--- src/rtl/vec_writeback_pkg.sv ---
// Shared widths, entry layout and helpers for the vector write-back path.
// Latency: n/a (types and pure functions only).
// Backpressure: n/a.
package vec_writeback_pkg;

    localparam int LANES      = 8;
    localparam int DW         = 32;
    localparam int VRW        = 5;
    localparam int LANE_W     = 3;
    localparam int ADDR_W     = VRW + LANE_W;
    localparam int ENTRY_W    = VRW + LANES + LANES * DW;

    // One buffered ALU result: destination register, lane enables, lane data
    typedef struct packed {
        logic [VRW-1:0]      vd;
        logic [LANES-1:0]    mask;
        logic [LANES*DW-1:0] data;
    } vwb_entry_t;

    typedef enum logic {
        WB_IDLE  = 1'b0,
        WB_DRAIN = 1'b1
    } wb_state_t;

    // Vector funct codes already issued by the execute stage
    typedef enum logic [3:0] {
        VF_ADD = 4'h0,
        VF_SUB = 4'h1,
        VF_AND = 4'h2,
        VF_OR  = 4'h3,
        VF_XOR = 4'h4,
        VF_SLL = 4'h5,
        VF_SRL = 4'h6,
        VF_MUL = 4'h7
    } vfunct_t;

    // Register-file lane address: vector register index above lane index
    function automatic logic [ADDR_W-1:0] lane_addr(input logic [VRW-1:0]    vd,
                                                    input logic [LANE_W-1:0] lane);
        return {vd, lane};
    endfunction

    // Lane i lives at [DW*i +: DW] of the packed vector
    function automatic logic [DW-1:0] lane_data(input logic [LANES*DW-1:0] data,
                                                input logic [LANE_W-1:0]   lane);
        return data[lane * DW +: DW];
    endfunction

endpackage

--- src/rtl/vwb_fifo.sv ---
// Two-entry synchronous FIFO, head-first, holding write-back entries.
// Latency: pushed entry is visible at head the cycle after the push edge.
// Backpressure: caller must not push when count == 2 nor pop when empty.
module vwb_fifo #(
    parameter int W = 8
) (
    input  logic         clk,
    input  logic         rst_n,
    input  logic         push,
    input  logic [W-1:0] push_dat,
    input  logic         pop,
    output logic [W-1:0] head,
    output logic [1:0]   count
);

    logic [W-1:0] mem [2];
    logic         wr_ptr;
    logic         rd_ptr;

    // Storage needs no reset: count gates whether head is meaningful
    always_ff @(posedge clk) begin
        if (push) begin
            mem[wr_ptr] <= push_dat;
        end
    end

    // Pointers and occupancy; push+pop together leaves count unchanged
    always_ff @(posedge clk or negedge rst_n) begin
        if (!rst_n) begin
            wr_ptr <= 1'b0;
            rd_ptr <= 1'b0;
            count  <= 2'd0;
        end else begin
            if (push) begin
                wr_ptr <= ~wr_ptr;
            end
            if (pop) begin
                rd_ptr <= ~rd_ptr;
            end
            case ({push, pop})
                2'b10:   count <= count + 2'd1;
                2'b01:   count <= count - 2'd1;
                default: count <= count;
            endcase
        end
    end

    assign head = mem[rd_ptr];

endmodule

--- src/rtl/vec_writeback.sv ---
// Buffers up to two 8-lane vector results and drains them one lane per cycle to the VRF write port.
// Latency: first write the cycle after the accepting edge; done one cycle after the lane-7 advance.
// Backpressure: in_ready low while two entries are held; wr_stall holds the current lane in place.
module vec_writeback
    import vec_writeback_pkg::*;
(
    input  logic                 clk,
    input  logic                 rst_n,
    input  logic                 in_valid,
    output logic                 in_ready,
    input  logic [VRW-1:0]       in_vd,
    input  logic [LANES-1:0]     in_mask,
    input  logic [LANES*DW-1:0]  in_data,
    output logic                 wr_en,
    output logic [ADDR_W-1:0]    wr_addr,
    output logic [DW-1:0]        wr_data,
    input  logic                 wr_stall,
    output logic                 done,
    output logic [VRW-1:0]       done_vd,
    output logic                 busy
);

    vwb_entry_t         push_entry;
    vwb_entry_t         head;
    logic [ENTRY_W-1:0] head_bits;
    logic [1:0]         count;
    wb_state_t          state;
    logic [LANE_W-1:0]  lane;
    logic               rdy_q;
    logic               push;
    logic               pop;
    logic               advance;
    logic               lane_on;
    logic               mask_zero;
    logic               last_lane;
    logic               stay_busy;

    assign push_entry = '{vd: in_vd, mask: in_mask, data: in_data};

    vwb_fifo #(
        .W (ENTRY_W)
    ) u_fifo (
        .clk      (clk),
        .rst_n    (rst_n),
        .push     (push),
        .push_dat (push_entry),
        .pop      (pop),
        .head     (head_bits),
        .count    (count)
    );

    assign head = vwb_entry_t'(head_bits);

    // Accept path: gated by a flop so in_ready stays low throughout reset
    assign in_ready = rdy_q & (count != 2'd2);
    assign push     = in_valid & in_ready;

    // Lane stepping: masked-off lanes take one silent cycle and ignore the stall;
    // an all-zero mask retires the whole entry in one cycle
    assign lane_on   = head.mask[lane];
    assign mask_zero = (head.mask == '0);
    assign advance   = (state == WB_DRAIN) & (mask_zero | ~lane_on | ~wr_stall);
    assign last_lane = mask_zero | (lane == LANE_W'(LANES - 1));
    assign pop       = advance & last_lane;

    // FIFO still holds something after this edge
    assign stay_busy = push | (count == 2'd2) | ((count == 2'd1) & ~pop);

    // Write port decode from state, lane counter and FIFO head only
    assign wr_en   = (state == WB_DRAIN) & lane_on;
    assign wr_addr = wr_en ? lane_addr(head.vd, lane) : '0;
    assign wr_data = wr_en ? lane_data(head.data, lane) : '0;
    assign busy    = (count != 2'd0);

    // Drain sequencer: state, lane counter and the registered retire pulse
    always_ff @(posedge clk or negedge rst_n) begin
        if (!rst_n) begin
            state   <= WB_IDLE;
            lane    <= '0;
            done    <= 1'b0;
            done_vd <= '0;
        end else begin
            done <= pop;
            if (pop) begin
                done_vd <= head.vd;
            end
            case (state)
                WB_IDLE: begin
                    lane <= '0;
                    if (stay_busy) begin
                        state <= WB_DRAIN;
                    end
                end
                WB_DRAIN: begin
                    if (pop) begin
                        lane <= '0;
                    end else if (advance) begin
                        lane <= lane + 3'd1;
                    end
                    if (!stay_busy) begin
                        state <= WB_IDLE;
                    end
                end
                default: begin
                    state <= WB_IDLE;
                    lane  <= '0;
                end
            endcase
        end
    end

    // Ready enable rises on the first edge after reset release
    always_ff @(posedge clk or negedge rst_n) begin
        if (!rst_n) begin
            rdy_q <= 1'b0;
        end else begin
            rdy_q <= 1'b1;
        end
    end

endmodule

--- config.mk ---
export PLATFORM = sky130hd
export DESIGN_NAME = vec_writeback
export DESIGN_NICKNAME = d
export VERILOG_FILES = /design/src/rtl/vec_writeback_pkg.sv /design/src/rtl/vwb_fifo.sv /design/src/rtl/vec_writeback.sv
export SDC_FILE = /design/constraint.sdc
export NUM_CORES = 1
export LEC_CHECK = 0
export ABC_AREA = 1
export BUFFER_PORTS_ARGS = -buffer_cell sky130_fd_sc_hd__clkbuf_2
export CORE_ASPECT_RATIO = 0.75
export CORE_UTILIZATION = 57
export DETAILED_ROUTE_END_ITERATION = 10
export HOLD_SLACK_MARGIN = 0.08
export PLACE_DENSITY = 0.84
export SLEW_MARGIN = 10
export SYNTH_ARGS = -nofsm -noshare
export SYNTH_HDL_FRONTEND = slang
export SYNTH_SLANG_ARGS = --single-unit
--- constraint.sdc ---
create_clock -name clk -period 18.48 [get_ports clk]
set_input_delay 3.696 -clock clk [delete_from_list [all_inputs] [get_ports clk]]
set_output_delay 3.696 -clock clk [all_outputs]
set_load 0.1 [all_outputs]
==> flow_metrics.env <==
export IMPL_crit_path_start="u_fifo.rd_ptr"
export IMPL_initial_core_util_pct=57.9
export IMPL_synthArstFlopShare_pct=2.71
export IMPL_fin_crit_sh_pct=52.2
export IMPL_synth_top_cell_by_area="edfxtp_1"
export IMPL_dieArea_um2=39700
export IMPL_wire_per_inst_um=21.8
export IMPL_end_kind="primary output"
export IMPL_ys_seq_area_share_pct=74.6
export IMPL_num_vias=15600
export IMPL_cts_setup_buffers=0
export IMPL_io_buffers=321
export IMPL_critPathLaunchType="flip-flop"
export IMPL_dr_first_iter_drc_count=2274
export IMPL_cts_root_buf="clkbuf_16"
export IMPL_yosysTopAreaCellShare_pct=72.9
export IMPL_yosys_top_cells_count="599 x nand2_1, 538 x edfxtp_1, 377 x nand3_1"
export IMPL_p_per_area_nw_per_um2=169
export IMPL_cp_arrival_ns=5.96
export IMPL_yosys_warnings=0
export IMPL_routed_wirelength_um=57500
export IMPL_finalSetupViolCount=0
export IMPL_worst_hold_path_num_cells=2
export IMPL_grt_pass1_vias=15200
export IMPL_drcViolationCount=0
export IMPL_top_usage_layer="met2"
export IMPL_outcome="finished clean"
export IMPL_rsz0062_at_grt="false"
export IMPL_cts_buffers=51
export IMPL_antenna_found_initial=18
export IMPL_place_hpwl_um=35100
export IMPL_worst_slew_pin_slew_ns=1.21
export IMPL_r2r_end="u_fifo.count[1]"
export IMPL_rows=62
export IMPL_synth_most_common_cell="nand2_1"
export IMPL_crit_type="flip-flop to primary output"
export IMPL_grt_overflow=0
export IMPL_grt_use_met2_pct=43.4
export IMPL_cts_resized=0
export IMPL_final_net_count=2350
export IMPL_post_route_util_pct=66.9
export IMPL_grt_use_met1_pct=41.2
export IMPL_hp_class="flip-flop to flip-flop"
export IMPL_power_leakage_uw=0.00990
export IMPL_path_max_fanout=177
export IMPL_final_setup_tns_ns=0
export IMPL_path_clk_slew_ns=0.06
export IMPL_fin_crit_ns=9.65
export IMPL_grt_max_degree=200
export IMPL_cp_required_ns=14.78
export IMPL_die_height_um=173
export IMPL_cts_tree="done"
export IMPL_h_tree_depth=2
export IMPL_gp_congestion=0.874
export IMPL_synth_area_leaders="edfxtp_1 73%, nand2_1 10%, nand3_1 8.5%"
export IMPL_placed_cell_area_um2=23900
export IMPL_syn_num_nets=2079
export IMPL_synthCells=1800
export IMPL_avgViaCountPerCell=5.90
export IMPL_whs_endpoint="state"
export IMPL_hold_buffers=0
export IMPL_max_slew_margin_rel_pct=19.2
export IMPL_syn_cell_area_um2=22200
export IMPL_peakVddDrop_uv=178
export IMPL_hold_violations=0
export IMPL_dp_cells=2530
export IMPL_grt_util_all_layers_pct=28.6
export IMPL_synth_seq_cells=553
export IMPL_synthToLayoutAreaGrowth_pct=15.7
export IMPL_met3_usage_pct=6.81
export IMPL_die_x_um=230
export IMPL_r2r_start="u_fifo.rd_ptr"
export IMPL_insertion_delay_ns=0.57
export IMPL_drive_gt1_share_pct=20.4
export IMPL_r2r_slack_ns=13.59
export IMPL_reg2reg_depth=12
export IMPL_clock_skew_ns=0.0145
export IMPL_firstDrtPassIters=6
export IMPL_worstHoldStart="rdy_q"
export IMPL_grt_pass1_wl_um=86500
export IMPL_max_freq_ghz=0.104
export IMPL_cap_violations=0
export IMPL_synth_area_per_cell_um2=12.3
export IMPL_io_pins=322
export IMPL_cts_sinks=553
export IMPL_design_area_um2=25700
export IMPL_synth_distinct_cells=29
export IMPL_yosys_most_used_dff="edfxtp_1"
export IMPL_layoutNonFillerInstCount=2637
export IMPL_synth_edf_count=538
export IMPL_ant_nets=0
export IMPL_coreArea_um2=38300
export IMPL_slew_viol_final=0
export IMPL_cts_buffer_depth=3
==> report_power, final <==
part / internal (uW) / switching [uW]
Clock: 610 / 457
Combinational: 327 / 1260
Sequential: 1560 / 110
==> metrics by stage <==
stage	total power [uW]	hold WS, ns	worst slack (ns)
finish	4330	0.487	8.83
global route	4500	0.520	8.45
CTS	4330	0.490	8.86
detailed placement	3270	0.477	9.46
global placement	3230	0.460	9.65
floorplan	2960	0.460	2.48
==> metal layers <==
metal | up-vias | share of wire, %
met5 | - | 0.23
met4 | 18 | 3.1
met3 | 149 | 11
met2 | 944 | 46
met1 | 7484 | 40
li1 | 6970 | -
==> worst max-delay path, stage by stage, from the launching register on <==
cell and delay [ns]:
dfrtp_4 0.86, inv_8 0.89, buf_4 0.94, nand2_1 0.19
nand3_1 0.13, nand3_1 0.09, nand3_1 0.16, nand3_2 0.89
nor3_1 0.58, clkbuf_2 0.53
==> how the worst max path moves through the flow <==
stage	to	slack [ns]
2_1_floorplan	u_fifo.mem[0][0]	2.48
3_3_place_gp	wr_data[2]	9.65
3_5_place_dp	wr_data[6]	9.46
4_1_cts	wr_data[15]	8.86
5_1_grt	wr_data[15]	8.45
6_report	wr_data[2]	8.83
==> cell type report <==
type,count,area (um2)
clock inverter,36,353
tap,512,641
inverter,21,88.8
sequential,553,16500
multi-input combinational,1111,4930
antenna,11,27.5
timing repair buffer,333,1720
fill,2696,12700
clock buffer,60,1350
==> flip-flops by register name, summed over array words and instances, names as in the netlist <==
signal         cells
u_fifo.mem       538
u_fifo.count       2
done               1
u_fifo.rd_ptr      1
done_vd            5
rdy_q              1
u_fifo.wr_ptr      1
lane               3
state              1
==> logic make-up (layout without fill, tap and decap cells) <==
group           count (synthesis)  count (layout)  share of synthesized area (%)
simple gates                 1040            1040                           20.1
flops                         553             553                           74.6
buf+inv                       136             450                           3.29
compound gates                 61              61                           1.58
fa+ha+maj                       6               6                          0.339
xor+xnor                        3               3                          0.119
other cells                     1              12                         0.0169
==> cell usage in the layout (no fill, tap or decap), drive strengths merged <==
cell type,instances
nand2,600
edfxtp,538
clkbuf,381
nand3,377
a31oi,36
nor2,26
clkinv,26
inv,23
nor3,21
a21oi,19
dfrtp,15
buf,12
diode,11
nand4,11
ha,6
bufinv,6
o21ai,6
or2,5
xnor2,2
clkinvlp,2
xor2,1
conb,1
No activity file was read; power rests on OpenSTA's default activity.
